`src/rtl/mux_skid_buf.sv`:
```
// Two-entry skid buffer between an operand multiplexer and the ALU. The ready output is
// registered. Define MUX_SKID_STALL_CNT_EN to add the stall_cnt_o port and its saturating counter.
module mux_skid_buf #(
   parameter int unsigned DATA_WIDTH = 32
) (
   input  logic                  clk_i,
   input  logic                  rst_i,
   input  logic                  flush_i,
   input  logic [DATA_WIDTH-1:0] in_data_i,
   input  logic                  in_valid_i,
   output logic                  in_ready_o,
   output logic [DATA_WIDTH-1:0] out_data_o,
   output logic                  out_valid_o,
   input  logic                  out_ready_i
`ifdef MUX_SKID_STALL_CNT_EN
   ,
   output logic [15:0]           stall_cnt_o
`endif
);

   typedef enum logic [1:0] {StEmpty, StOne, StFull} state_e;

   state_e                state_q;
   logic [DATA_WIDTH-1:0] main_q;
   logic [DATA_WIDTH-1:0] skid_q;
   logic                  in_ready_q;
   logic                  out_valid_q;
   logic                  in_fire;
   logic                  out_fire;

   assign in_fire     = in_valid_i & in_ready_q;
   assign out_fire    = out_valid_q & out_ready_i;
   assign in_ready_o  = in_ready_q;
   assign out_valid_o = out_valid_q;
   assign out_data_o  = main_q;

   // in_ready_q/out_valid_q are updated alongside the state so they always mirror it.
   always_ff @(posedge clk_i) begin
      if (rst_i) begin
         state_q     <= StEmpty;
         main_q      <= '0;
         skid_q      <= '0;
         in_ready_q  <= 1'b1;
         out_valid_q <= 1'b0;
      end else if (flush_i) begin
         state_q     <= StEmpty;
         in_ready_q  <= 1'b1;
         out_valid_q <= 1'b0;
      end else begin
         unique case (state_q)
            StEmpty: begin
               if (in_fire) begin
                  main_q      <= in_data_i;
                  state_q     <= StOne;
                  out_valid_q <= 1'b1;
               end
            end
            StOne: begin
               if (in_fire && out_fire) begin
                  main_q <= in_data_i;
               end else if (in_fire) begin
                  skid_q     <= in_data_i;
                  state_q    <= StFull;
                  in_ready_q <= 1'b0;
               end else if (out_fire) begin
                  state_q     <= StEmpty;
                  out_valid_q <= 1'b0;
               end
            end
            StFull: begin
               if (out_fire) begin
                  main_q     <= skid_q;
                  state_q    <= StOne;
                  in_ready_q <= 1'b1;
               end
            end
            default: begin
               state_q     <= StEmpty;
               in_ready_q  <= 1'b1;
               out_valid_q <= 1'b0;
            end
         endcase
      end
   end

`ifdef MUX_SKID_STALL_CNT_EN
   logic [15:0] stall_cnt_q;

   always_ff @(posedge clk_i) begin
      if (rst_i || flush_i) begin
         stall_cnt_q <= '0;
      end else if (out_valid_q && !out_ready_i && stall_cnt_q != 16'hFFFF) begin
         stall_cnt_q <= stall_cnt_q + 16'd1;
      end
   end

   assign stall_cnt_o = stall_cnt_q;
`endif

endmodule

```
`config.mk`:
```
export PLATFORM = sky130hd
export DESIGN_NAME = mux_skid_buf
export DESIGN_NICKNAME = d
export VERILOG_FILES = /design/src/rtl/mux_skid_buf.sv
export SDC_FILE = /design/constraint.sdc
export NUM_CORES = 1
export LEC_CHECK = 0
export ABC_CLOCK_PERIOD_IN_PS = 4500
export CAP_MARGIN = 20
export CORE_MARGIN = 8
export CORE_UTILIZATION = 32
export CTS_CLUSTER_SIZE = 12
export DETAILED_ROUTE_END_ITERATION = 8
export SLEW_MARGIN = 20
export SYNTH_ARGS = -nofsm -noshare
export SYNTH_HDL_FRONTEND = slang
export SYNTH_SLANG_ARGS = --single-unit
```
`constraint.sdc`:
```
create_clock -name clk_i -period 4.5 [get_ports clk_i]
set_clock_uncertainty 0.1 [all_clocks]
set_input_delay 1.35 -clock clk_i [delete_from_list [all_inputs] [get_ports clk_i]]
set_output_delay 1.35 -clock clk_i [all_outputs]
set_load 0.1 [all_outputs]
```
== After elaboration in Yosys (flattened, before gate mapping) ==
Cells that the tools add are included.

* Logic and storage cells: 49
* Flip-flop bits (word level): 68
* Input port bits: 37
* Output and inout port bits: 34

* Mux-type cells: 19
* Equality and inequality tests: 10
* Reductions and logical operators: 9
* Bitwise logic cells: 6

{| class="wikitable"
|+ Operators by type and width
! kind !! count
|-
| two-way mux 32 bit || 3
|-
| case mux 32 bit (3 select lines) || 1
|-
| != test 2 bit (second input constant) || 7
|-
| AND reduction 4 bit || 3
|-
| two-way mux 2 bit || 5
|-
| AND reduction 5 bit || 2
|-
| two-way mux 1 bit || 7
|-
| case mux 1 bit (3 select lines) || 2
|-
| case mux 2 bit (3 select lines) || 1
|-
| inverter 1 bit || 4
|-
| != test 3 bit (second input constant) || 1
|-
| nonzero test 3 bit || 1
|-
| AND 1 bit || 2
|-
| == test 2 x 1 -> 1 bit (second input constant) || 1
|-
| == test 2 bit (second input constant) || 1
|-
| zero test 2 bit || 1
|-
| OR reduction 2 bit || 1
|-
| logical AND 1 bit || 1
|}

== Depth between registers and ports, before layout ==
* Depth in word-level cells: 5
* Mapped depth: 6
* Gate-level depth less buffers: 4

== Least setup slack after synthesis ==
No wires, ideal clock.

* Path type: input to register
* From: input out_ready_i
* To: register skid_q[0]
* Library setup time: 132 ps
* Required time: 4268 ps
* Setup slack: 1804 ps
* Cell stages on the path: 6
* Arrival: 2464 ps
* Path buffers: 2
* Cells stage by stage: and2_1 > or4_1 > clkbuf_1 > clkbuf_1 > nand2_1 > a21oi_1

* Word-level cells in the longest chain between the ends: 4

{| class="wikitable"
|+ RTL lines
! what !! line !! RTL
|-
| start: declaration || 14 || <nowiki>input logic out_ready_i</nowiki>
|-
| AND 1 bit || 32 || <nowiki>assign out_fire = out_valid_q & out_ready_i;</nowiki>
|-
| logical AND 1 bit || 59 || <nowiki>if (in_fire && out_fire) begin</nowiki>
|-
| inverter 1 bit (no line) || -- ||
|-
| AND reduction 4 bit (no line) || -- ||
|-
| end signal: assignment || 62 || <nowiki>skid_q <= in_data_i;</nowiki>
|-
| end: declaration || 25 || <nowiki>logic [DATA_WIDTH-1:0] skid_q;</nowiki>
|}

No other way between the ends.
A chain may end at the register's enable or synchronous reset.

== Final worst setup path ==
* From: register out_valid_q (netlist: out_valid_o)
* To: output out_valid_o

{| class="wikitable"
|+ RTL lines
! what !! line !! RTL
|-
| start: declaration || 27 || <nowiki>logic out_valid_q;</nowiki>
|-
| start signal: assignment || 44 || <nowiki>out_valid_q <= 1'b0;</nowiki>
|-
| start signal: assignment || 48 || <nowiki>out_valid_q <= 1'b0;</nowiki>
|-
| start signal: assignment || 55 || <nowiki>out_valid_q <= 1'b1;</nowiki>
|-
| end: declaration || 13 || <nowiki>output logic out_valid_o,</nowiki>
|}

No word-level cell between the ends.

==> results.yml <==
run_status:
  outcome: "completed"
critical_path:
  slowest_delay_ps: 1160
  cp-start-kind: "flip-flop"
  path_buf_inv: 1
  cp_cell_sequence: "clkdlybuf4s50_1"
  r2r_cells: 4
  cp.required_ps: 3050
  r2r-end: "skid_q[5]"
  cp_slowest_cell: "clkdlybuf4s50_1"
  crit_type: "reg2out"
  arrival_ps: 1860
  crit_path_end_kind: "output port"
  r2r_slack_ps: 2390
  path_max_fanout: 5
  r2r-start: "state_q[1]"
  cp_top_family: "buffers and inverters"
logic_synthesis:
  yosys-top-cells-count: "dfxtp_1, nand2_1, a21oi_1"
  ys_ff_latch: 68
  synth_edf_count: 0
  synth.avg_cell_area_sq_um: 8.86
  syn_inst: 310
  syn-cell-area_sq_mm: 0.00275
  synth_nets: 347
  yosysWarnings: 0
  synth_ff_type: "dfxtp_1"
  async_reset_ff_frac: 0
  netlist_top_cells_area: "dfxtp_1, mux2i_1, nand2_1"
  yosys.area.top_type: "dfxtp_1"
  synth_top_area_frac: 0.496
  synth_cell_type_count: 24
  yosysMostFrequentCell: "dfxtp_1"
  yosysSeqAreaShare: 0.496
layout:
  fillers: 837
  num_antenna_cells: 0
  multi_input_area_sq_mm: 0.00127
  fin_nets: 408
  final_cell_area_sq_mm: 0.00366
  syn_to_final_growth_pct: 33.4
  layout-drive-gt1-share: 0.0587
  seq_area_sq_mm: 0.00136
floorplan:
  die-area_sq_mm: 0.0118
  die_x_um: 109
  coreArea_sq_mm: 0.00826
  start_util: 0.332
  fp-row-count: 33
  io_pins: 71
  fp.dieH_um: 109
clock_network:
  cts.sinks: 68
  h-tree-depth: 3
  clk_latency_ps: 330
  cts_tree: "yes"
  cts_resized: 0
  cts_buffers: 9
  cts_root_buf: "clkbuf_8"
  clock_path_buffers: 2
  holdBufCountCts: 0
  path_clk_slew_ps: 70
  post_cts_buffers: 0
hold_path:
  min_from: "skid_q[19]"
  hold_class: "reg2reg"
  hold-path-endpoint: "skid_q[19]"
  whs_path_depth: 2
routing:
  detail_route.wl_per_cell_um: 13.4
  antenna_left: 0
  drc: 0
  first_pass_iters: 5
  drt-total-wl_um: 6440
  vias_per_cell: 4.79
  dr_total_vias: 2300
  dr.first_iter.drc_count: 90
flow_run:
  maxCapViolCount: 0
global_routing:
  grt_pass1_vias: 2261
  grt.overflow.total: 0
  gr-usage-all-layers: 0.114
  antenna_found_initial: 0
  grt_first_pass_wirelength_um: 10800
  grt_max_degree: 35
timing:
  rsz0062_at_grt: "no"
  hold_viol: 0
  tns_ps: 0
  slew_headroom: 0.291
  finalCritPeriodShare: 0.736
  tightest_slew_ps: 1060
  hold_slack_ps: 357
  fmax_ghz: 0.302
  setup_viol: 0
  min_period_ps: 3310
  report.final.slew_viol_count: 0
placed_design:
  gp_congestion: 0.751
  dpl.hpwl_um: 4370
  portBuffers: 70
  dpl_cell_area_sq_mm: 0.00349
power:
  power.density_mw_per_mm2: 380
  leakage_uw: 0.00145
  vdd.ir_drop.worst_mv: 0.171
  p_total_uw: 1390
-- worst max-delay path by stage --
stage	startpoint	end	cells past startpoint
2_1_floorplan	out_ready_i	skid_q[0]	6
3_3_place_gp	out_ready_i	skid_q[29]	5
3_5_place_dp	out_ready_i	skid_q[0]	5
4_1_cts	out_valid_o	out_valid_o	1
5_1_grt	out_valid_o	out_valid_o	1
6_report	out_valid_o	out_valid_o	1
-- power by group --
part | switching (uW) | leakage [uW] | total, uW | internal, uW
Combinational | 223 | 0.000811 | 315 | 92.0
Clock | 210 | 0.0000893 | 436 | 226
Sequential | 14.0 | 0.000554 | 642 | 628
Total | 447 | 0.00145 | 1390 | 946
-- routing by layer --
layer  share of wire  track usage  up-vias  wire, um
li1                -            -     1187         -
met1            0.46        0.132     1050      2980
met4           0.016       0.0479        0       100
met5               0            0        -         0
met2            0.47        0.187       56      3000
met3           0.055       0.0401        7       351
-- cell type report --
cell class / count / share of cell area
Clock buffer: 13 / 0.0434
Sequential cell: 68 / 0.372
Timing Repair Buffer: 74 / 0.198
Inverter: 1 / 0.00102
Tap cell: 105 / 0.0359
Multi-Input combinational cell: 217 / 0.347
Clock inverter: 2 / 0.00273
-- state kept, by name (all words and copies together) (netlist names) --
signal	flops
out_data_o	32
skid_q	32
in_ready_o	1
state_q	2
out_valid_o	1
-- cell families (layout without fill, tap and decap cells) --
group                  count (synthesis)  after routing  share of synthesized area
buffers and inverters                 25             90                     0.0456
and+or+nand+nor                      111            111                      0.165
AOI/OAI and AO/OA                     74             74                      0.176
DFF                                   68             68                      0.496
muxes                                 32             32                      0.117
-- layout by cell type (no fill, tap or decap), drive strengths merged, types with 2 or more instances in the layout --
| cell | count |
|---|---|
| clkdlybuf4s50 | 69 |
| dfxtp | 68 |
| nand2b | 2 |
| buf | 5 |
| and3 | 2 |
| mux2i | 32 |
| a21oi | 34 |
| o21ai | 2 |
| o21a | 2 |
| clkbuf | 13 |
| nor2 | 33 |
| a211oi | 33 |
| clkinv | 2 |
| nand2 | 67 |
-- per-stage QoR --
step	util	std cells	setup WS, ps
after global routing	0.443	480	1090
after floorplan	-	310	1800
after detailed placement	0.423	465	892
after CTS	0.443	480	1160
final	0.443	480	1190
after global placement	0.423	465	902
-- tightest hold or removal path: stages (launching register included) --
cell and delay [ps]:
dfxtp_1 310, nand2_1 50, a21oi_1 50
No activity file was read; power rests on OpenSTA's default activity.
